### src/rtl/pulse_stretcher_pkg.sv
// Shared encodings for the pulse stretcher: FSM states and trigger modes.
// Mode 3 is reserved and is decoded as one-shot by the stretcher.
package pulse_stretcher_pkg;

    typedef enum logic [1:0] {
        IDLE    = 2'd0,
        STRETCH = 2'd1,
        HOLD    = 2'd2
    } state_e;

    localparam logic [1:0] MODE_ONESHOT = 2'd0;
    localparam logic [1:0] MODE_RETRIG  = 2'd1;
    localparam logic [1:0] MODE_TOGGLE  = 2'd2;

endpackage

### src/rtl/pulse_stretcher.sv
// Turns one-cycle trigger pulses into levels: a programmable-length stretch
// (one-shot or retriggerable) or a toggled hold level.
module pulse_stretcher
    import pulse_stretcher_pkg::*;
#(
    parameter int CNT_W = 8
) (
    input  logic             clk_i,
    input  logic             rst_ni,
    input  logic             in_i,
    input  logic [CNT_W-1:0] len_i,
    input  logic [1:0]       mode_i,
    output logic             out_o,
    output logic             busy_o,
    output logic             done_o,
    output logic             overrun_o
);

    state_e           state_q, state_d;
    logic [CNT_W-1:0] cnt_q, cnt_d;
    logic [1:0]       mode_q, mode_d;
    logic             out_q, out_d;
    logic             done_q, done_d;
    logic             overrun_q, overrun_d;
    logic [CNT_W-1:0] lenClamped;

    // A zero length still produces a one-cycle stretch.
    assign lenClamped = (len_i == '0) ? CNT_W'(1) : len_i;

    always_ff @(posedge clk_i or negedge rst_ni) begin
        if (!rst_ni) begin
            state_q   <= IDLE;
            cnt_q     <= '0;
            mode_q    <= MODE_ONESHOT;
            out_q     <= 1'b0;
            done_q    <= 1'b0;
            overrun_q <= 1'b0;
        end else begin
            state_q   <= state_d;
            cnt_q     <= cnt_d;
            mode_q    <= mode_d;
            out_q     <= out_d;
            done_q    <= done_d;
            overrun_q <= overrun_d;
        end
    end

    always_comb begin
        state_d = state_q;
        cnt_d   = cnt_q;
        mode_d  = mode_q;
        case (state_q)
            IDLE: begin
                if (in_i) begin
                    mode_d = mode_i;
                    if (mode_i == MODE_TOGGLE) begin
                        state_d = HOLD;
                    end else begin
                        state_d = STRETCH;
                        cnt_d   = lenClamped;
                    end
                end
            end
            STRETCH: begin
                // A retrigger wins even on the last counted cycle; the counter parks at 1.
                if (in_i && (mode_q == MODE_RETRIG)) begin
                    cnt_d = lenClamped;
                end else if (cnt_q == CNT_W'(1)) begin
                    state_d = IDLE;
                end else begin
                    cnt_d = cnt_q - CNT_W'(1);
                end
            end
            HOLD: begin
                if (in_i) begin
                    state_d = IDLE;
                end
            end
            default: begin
                state_d = IDLE;
            end
        endcase
    end

    always_comb begin
        out_d     = (state_d != IDLE);
        done_d    = (state_q != IDLE) && (state_d == IDLE);
        overrun_d = (state_q == STRETCH) && in_i && (mode_q != MODE_RETRIG);
    end

    assign out_o     = out_q;
    assign busy_o    = out_q;
    assign done_o    = done_q;
    assign overrun_o = overrun_q;

endmodule

### config.mk
export PLATFORM = sky130hd
export DESIGN_NAME = pulse_stretcher
export DESIGN_NICKNAME = d
export VERILOG_FILES = /design/src/rtl/pulse_stretcher_pkg.sv /design/src/rtl/pulse_stretcher.sv
export SDC_FILE = /design/constraint.sdc
export NUM_CORES = 1
export LEC_CHECK = 0
export ABC_AREA = 1
export CAP_MARGIN = 5
export CORE_UTILIZATION = 55
export DETAILED_ROUTE_END_ITERATION = 10
export PLACE_DENSITY = 0.93
export SLEW_MARGIN = 5
export SYNTH_ARGS = -nofsm -noshare
export SYNTH_HDL_FRONTEND = slang
export SYNTH_SLANG_ARGS = --single-unit
export TNS_END_PERCENT = 100
### constraint.sdc
create_clock -name clk_i -period 2.35 [get_ports clk_i]
set_input_delay 0.5875 -clock clk_i [delete_from_list [all_inputs] [get_ports clk_i]]
set_output_delay 0.5875 -clock clk_i [all_outputs]
set_load 0.05 [all_outputs]
==> summary.md, run 1 <==
The flow ran to the end, and the final reports show no timing, DRC or antenna violations. The via-per-instance ratio is 5.488, and the number of pins exceeding their max-slew limit in the final report is 0. In this run, post-CTS hold repair placed 0 buffers. In the routed design, unresolved DRC markers number 0. Clock skew on the completed layout was measured at 10.72 ps. The logs give 730 ps for the flop-to-flop setup slack and 0.5694 for the relative slew slack. The run gives 339.9 ps as the final worst-path setup slack.

In this run, the number of DRC markers left after iteration 0 of detailed routing was 30. After technology mapping, the gate count stands at 129. The buffer count from post-CTS setup fixing is 0, and the final-report setup violation count is 0. Largest delay contributor family on the critical path: buffers and inverters. Across the run, the number of max-cap violations was 0. The startpoint identified for the worst register-to-register timing path is cnt_q[1]. For the worst setup path, the data required time is 1760 ps.

For the fraction of the yosys area taken by sequential cells, the log shows 0.3861. STA classifies the critical path startpoint as a flop. The clock passes through at most 2 buffers. The logs give 0.2360 for the overall track demand over capacity in global routing and 280 ps for the later-pin clock latency in the skew report. The logs give 0 for the synthesis warning total and 375.4 µm² for the area occupied by registers. Dividing the detail-routed wire length by the instance count gives 12.36 µm. The wire length after detailed routing was 2003 µm. Walking the worst path, the cells encountered are clkdlybuf4s50_1. Averaged over all synthesized cells, the footprint is 7.536 µm². In the final layout, the multi-input gates occupy 506.7 µm². Number of core rows: 14. OpenSTA, run right after detailed placement, puts the worst setup slack at 297.6 ps. The count of nets left with antenna violations once routing finished came out at 0.

For the worst flop-to-flop path, the logic depth is 8. The die covers 1940 µm². CTS placed an instance of sky130_fd_sc_hd__clkbuf_4 at the clock tree root. The completed layout was analyzed and its total power is 1.593 mW.

The final core area utilization came out at 0.7310. The fraction of layout instances using a drive strength above 1 works out to 0.1644. Counting flops and latches in the post-synthesis netlist gives 15. During placement, the flow inserted port buffers numbering 16.

The slew at the pin closest to its max-slew limit was 643.9 ps; the initial antenna violation count was 0. The total clock buffers created by CTS is 3, and the data arrival time of the critical path is 1420 ps. The die width was 44.04 µm; the cell depth of the worst setup path was 1.

The routability-driven placement congestion ratio is 1.005. H-tree level count: 1. Once the clock tree was built, the resizer swapped 0 gates to a different size. The via count of the first global-routing pass is 796, and the filler cell count is 128. Static timing analysis puts the maximum clock frequency at 0.4975 GHz. The clock drives 15 sinks. The peak fanout along the critical path works out to 2. Number of hold violations in the final report: 0. The run gives 4 as the first-pass detailed-route iteration total. In this run the vertical extent of the chip is 44.04 µm. The most critical setup path has its startpoint at busy_o.

Counting distinct cell types in the post-synthesis netlist gives 24. 17 I/O pins were placed. TritonCTS built the clock tree. The first global-routing pass estimated 3332 µm of wire. The number of antenna diodes in the final layout is 0. The clock-pin slew on the worst setup and hold paths came out at 90 ps. In this run the worst setup path terminates at busy_o.

The count of buffer and inverter cells on the critical path works out to 1. Final-stage net count: 162. The logs give 16 for the pin count of the biggest net entering global routing and 1568 µm for the post-detailed-placement half-perimeter wirelength. The finished cells cover 1152 µm². The worst setup path is captured at an output pin.

In this run the standard cell core region covers 1577 µm². The post-synth net total was 144; the power per unit of standard cell area was 1382 nW/µm². For this run, the slowest stage of the critical path takes 790 ps.

In this run the static leakage power is 0.5619 nW. The post-route fraction of the period consumed by the critical path came out at 0.8554. The summed instance area of the synthesized netlist is 972.2 µm². For the post-placement cell area, the log shows 1126 µm². The critical path is of the reg2out type. Setup repair after global routing left no endpoint under its margin. The cell with the biggest individual delay on the critical path was sky130_fd_sc_hd__clkdlybuf4s50_1. The tightest min-delay check is of the reg2reg type. For the worst IR drop on VDD, the log shows 0.0008780 V. The area added between synthesis and finish came out at 18.53%. The setup total negative slack is 0 ps. The worst register-to-register path ends at busy_o. The final route contains 889 vias. The minimum period implied by the final worst setup slack came out at 2010 ps.

Effective utilization at floorplan: 0.6167. The total overflow left after global routing is 0.
[report_power, final]
part / leakage (nW) / total, mW / internal [mW] / switching [mW]
clock: 0.0150 / 0.142 / 0.0658 / 0.0761
sequential: 0.180 / 0.487 / 0.380 / 0.107
combinational: 0.367 / 0.964 / 0.338 / 0.626
total: 0.562 / 1.59 / 0.784 / 0.809
[per-stage QoR]
stage	std cells	hold WS (ps)
6_report	162	490.8
4_1_cts	162	489.9
2_1_floorplan	129	291.9
3_5_place_dp	158	476.8
3_3_place_gp	158	465.8
5_1_grt	162	517.5
[cell usage after synthesis]
| cell | number | area [µm²] |
|---|---|---|
| sky130_fd_sc_hd__a21oi_1 | 3 | 15.01 |
| sky130_fd_sc_hd__buf_4 | 2 | 15.01 |
| sky130_fd_sc_hd__buf_6 | 1 | 11.26 |
| sky130_fd_sc_hd__clkinv_1 | 1 | 3.750 |
| sky130_fd_sc_hd__dfrtp_1 | 15 | 375.4 |
| sky130_fd_sc_hd__ha_1 | 2 | 25.02 |
| sky130_fd_sc_hd__inv_1 | 11 | 41.29 |
| sky130_fd_sc_hd__inv_2 | 5 | 18.77 |
| sky130_fd_sc_hd__nand2_1 | 32 | 120.1 |
| sky130_fd_sc_hd__nand2_2 | 1 | 6.260 |
| sky130_fd_sc_hd__nand2_4 | 2 | 22.52 |
| sky130_fd_sc_hd__nand3_1 | 13 | 65.06 |
| sky130_fd_sc_hd__nand3_2 | 5 | 50.05 |
| sky130_fd_sc_hd__nand3b_1 | 2 | 15.01 |
| sky130_fd_sc_hd__nor2_1 | 17 | 63.81 |
| sky130_fd_sc_hd__nor2_2 | 1 | 6.260 |
| sky130_fd_sc_hd__nor2_4 | 2 | 22.52 |
| sky130_fd_sc_hd__nor3_1 | 1 | 5.000 |
| sky130_fd_sc_hd__nor3_2 | 1 | 10.01 |
| sky130_fd_sc_hd__o21ai_0 | 4 | 20.02 |
| sky130_fd_sc_hd__o21ai_1 | 2 | 10.01 |
| sky130_fd_sc_hd__o21ai_2 | 4 | 35.03 |
| sky130_fd_sc_hd__or2_1 | 1 | 6.260 |
| sky130_fd_sc_hd__xnor2_1 | 1 | 8.760 |
[area by class of cell]
cell class / count / area share
Clock buffer: 4 / 0.02280
Inverter: 17 / 0.05537
Multi-Input combinational cell: 94 / 0.4397
Sequential cell: 15 / 0.3257
Tap cell: 16 / 0.01737
Timing Repair Buffer: 16 / 0.1390
[state kept, by name, indices dropped and copies added, names as in the netlist]
| name | count |
|---|---|
| overrun_o | 1 |
| cnt_q | 8 |
| done_o | 1 |
| state_q | 2 |
| mode_q | 2 |
| busy_o | 1 |
[cells by family after synthesis]
logic type / synth area share
compound gates: 0.08236
buf+inv: 0.09266
simple gates: 0.4041
xor+xnor: 0.009011
flops: 0.3861
fa+ha+maj: 0.02574
[how the worst min path moves through the flow]
stage,from,endpoint,slack (ps),cells after the start
2_1_floorplan,rst_ni,busy_o,290,0
3_3_place_gp,mode_q[0],overrun_o,470,1
3_5_place_dp,mode_q[0],overrun_o,480,1
4_1_cts,mode_q[0],overrun_o,490,1
5_1_grt,mode_q[0],overrun_o,520,1
6_report,mode_q[0],overrun_o,490,1
[layer usage]
layer  wire length [µm]  GRT usage
met1                909     0.3059
met2                948     0.3853
met3                117    0.06939
met4                 27    0.06667
met5                  0          0
[cell usage in the layout (no fill, tap or decap)]
cell | synthesis | layout
sky130_fd_sc_hd__nand2_1 | 32 | 32
sky130_fd_sc_hd__nor2_1 | 17 | 17
sky130_fd_sc_hd__clkdlybuf4s50_1 | 0 | 16
sky130_fd_sc_hd__dfrtp_1 | 15 | 15
sky130_fd_sc_hd__nand3_1 | 13 | 13
sky130_fd_sc_hd__inv_1 | 11 | 11
sky130_fd_sc_hd__inv_2 | 5 | 5
sky130_fd_sc_hd__nand3_2 | 5 | 5
sky130_fd_sc_hd__o21ai_2 | 4 | 4
sky130_fd_sc_hd__o21ai_0 | 4 | 4
sky130_fd_sc_hd__a21oi_1 | 3 | 3
sky130_fd_sc_hd__clkbuf_4 | 0 | 3
sky130_fd_sc_hd__nor2_4 | 2 | 2
sky130_fd_sc_hd__nand2_4 | 2 | 2
sky130_fd_sc_hd__nand3b_1 | 2 | 2
sky130_fd_sc_hd__o21ai_1 | 2 | 2
sky130_fd_sc_hd__ha_1 | 2 | 2
sky130_fd_sc_hd__nand2_2 | 1 | 1
sky130_fd_sc_hd__nor3_1 | 1 | 1
sky130_fd_sc_hd__clkinv_1 | 1 | 1
sky130_fd_sc_hd__nor2_2 | 1 | 1
sky130_fd_sc_hd__or2_1 | 1 | 1
sky130_fd_sc_hd__nor3_2 | 1 | 1
sky130_fd_sc_hd__xnor2_1 | 1 | 1
sky130_fd_sc_hd__clkbuf_1 | 0 | 1
(Power assumes the default switching activity.)
==> run 2: changes to the inputs <==
--- a/config.mk
+++ b/config.mk
@@ -7,6 +7,7 @@
 export LEC_CHECK = 0
 export ABC_AREA = 1
 export CAP_MARGIN = 5
+export CORE_MARGIN = 3
 export CORE_UTILIZATION = 55
 export DETAILED_ROUTE_END_ITERATION = 10
 export PLACE_DENSITY = 0.93
==> summary.md, run 2 (synthesis results as in run 1) <==
The tools report the number of hold violations in the final report as 0. For this run, the detailed router's first-pass iteration total came to 4. In the final timing run, aggregate negative setup slack is 0 ps.

The tools report the pin count of the biggest net entering global routing as 16. The region available for standard cell placement spans 1577 µm². On the worst path, the slowest cell contributes a delay of 800 ps. For the cts-stage hold buffer count, the log shows 0. The final core area utilization was 0.7310; the final design area excluding fillers was 1152 µm². The largest delay contributor family on the critical path is buffers and inverters. The worst hold path startpoint was mode_q[0].

17 I/O pins were placed. The smallest clock period supported by the final layout is computed as 2008 ps. The number of cells on the worst hold path works out to 1. The number of vias in the routed layout was 859; the power per unit of standard cell area was 1376 nW/µm². The peak fanout along the critical path came out at 2. In the routed design, unresolved DRC markers number 0.

For the clock tree buffer depth, the log shows 2. The DRC violation total after the first TritonRoute iteration is 27. The post-route fraction of the period consumed by the critical path was 0.8544. The clock-pin slew on the worst setup and hold paths is 80 ps.

The area added between synthesis and finish was 18.53%. Class of the most critical setup path: reg2out. The run finished with clean final reports.

The effective utilization at floorplan is 0.6167, and the wire length per cell after detailed routing is 11.91 µm. The cell with the biggest individual delay on the critical path was sky130_fd_sc_hd__clkdlybuf4s50_1. Tracing the worst setup path back leads to its startpoint at busy_o. Die width: 48.04 µm.

STA classifies the critical path startpoint as a flop. Flip-flop count of the largest register, all copies and words added: 8. The wire length of the first global-routing pass was 3056 µm; the residual overflow from global routing was 0. At the worst endpoint, the required time is 1760 ps. The signal on the critical path passes through clkdlybuf4s50_1. The via count of the first global-routing pass was 721; the maximum clock frequency was 0.4980 GHz.

The worst hold path belongs to the class reg2reg. TritonCTS built the clock tree. Setup violations remaining at the end of the flow were counted as 0. Once the clock tree was built, the resizer swapped 0 gates to a different size. Data arrival time of the critical path: 1420 ps.

The initial antenna violation count is 0. In the routed layout, each cell is associated on average with a via count of 5.302. The final clock skew came out at 2.164 ps. The library cell used most frequently in the layout, excluding fill and tap cells, is sky130_fd_sc_hd__nand2_1. Fill cells in the final layout number 124. The tool flagged a number of max-cap violations equal to 0. TritonCTS created 3 clock buffers.

At the pin with the least slew margin, the transition time is 638.9 ps. Row generation in the floorplan step produced 14 rows. For the H-tree level count, the log shows 1.

The tree is rooted in a sky130_fd_sc_hd__clkbuf_4. Buffers placed on the I/O ports in this run total 16. Once detailed placement completed, the half-perimeter wirelength came to 1545 µm.

Summing all placed instances gives a cell area of 1126 µm². The wire length after detailed routing is 1930 µm, and the number of clock sinks is 15. The final-stage net count was 162. In the layout the commonest cells are sky130_fd_sc_hd__nand2_1, sky130_fd_sc_hd__nor2_1, sky130_fd_sc_hd__clkdlybuf4s50_1.

The worst hold path terminates at overrun_o. The fraction of layout instances using a drive strength above 1 works out to 0.1644. Across all register-to-register paths, the minimum setup slack is 740 ps.

Worst IR drop on VDD: 0.0008295 V. The tools report the leakage power total as 0.5619 nW. The die covers 2308 µm². The startpoint identified for the worst register-to-register timing path is cnt_q[1]. Overall die height: 48.04 µm. The count of buffer and inverter cells on the critical path is 1. Setup repair after global routing left no endpoint under its margin. Endpoint class of the critical path: an output pin. The number of antenna diodes in the final layout is 0.

The number of pins exceeding their max-slew limit in the final report was 0; the later-pin clock latency in the skew report was 280 ps. The worst register-to-register path ends at busy_o. After clock tree synthesis, the setup repair step added 0 buffers. For the overall track demand over capacity in global routing, the log shows 0.1953. Measured in cells, the most critical reg-to-reg path has a length of 8. Relative slew slack: 0.5728. The congestion estimate from routability-driven global placement came to 0.9537. cnt_q holds more flip-flops than any other register. The detail route stage leaves a number of antenna-violating nets equal to 0.

The largest registers in the layout are cnt_q: 8 flops, mode_q: 2 flops, state_q: 2 flops.
-- run 2: area by class of cell --
class                      count  area (µm²)  area share
multi-input combinational     94       506.7      0.4397
sequential                    15       375.4      0.3257
timing repair buffer          16       160.2      0.1390
inverter                      17       63.81     0.05537
clock buffer                   4       26.28     0.02280
tap                           16       20.02     0.01737
-- run 2: worst max-delay path by stage --
stage | endpoint | slack, ps | cells past startpoint
2_1_floorplan | out_o | 880 | 1
3_3_place_gp | cnt_q[4] | 320 | 8
3_5_place_dp | cnt_q[4] | 300 | 8
4_1_cts | busy_o | 330 | 1
5_1_grt | busy_o | 280 | 1
6_report | busy_o | 340 | 1
-- run 2: power by group --
part	leakage, nW	internal, mW	switching (mW)
sequential	0.180	0.380	0.109
clock	0.0150	0.0659	0.0750
combinational	0.367	0.337	0.618
total	0.562	0.783	0.803
-- run 2: stage by stage --
| stage | power, mW | instances | hold slack, ps | setup slack, ps |
|---|---|---|---|---|
| after global routing | 1.725 | 162 | 520.0 | 282.3 |
| after detailed placement | 1.441 | 158 | 491.5 | 295.2 |
| after global placement | 1.408 | 158 | 466.8 | 320.8 |
| after floorplan | 1.255 | 129 | 291.9 | 876.2 |
| after CTS | 1.589 | 162 | 499.5 | 328.8 |
| final | 1.586 | 162 | 497.3 | 342.1 |
-- run 2: per-layer routing --
metal | global-route usage | share of wire | vias up
met1 | 0.2483 | 0.46 | 388
met5 | 0 | 0 | -
met3 | 0.07143 | 0.070 | 6
met4 | 0.05376 | 0.018 | 0
li1 | - | - | 440
met2 | 0.3113 | 0.45 | 25
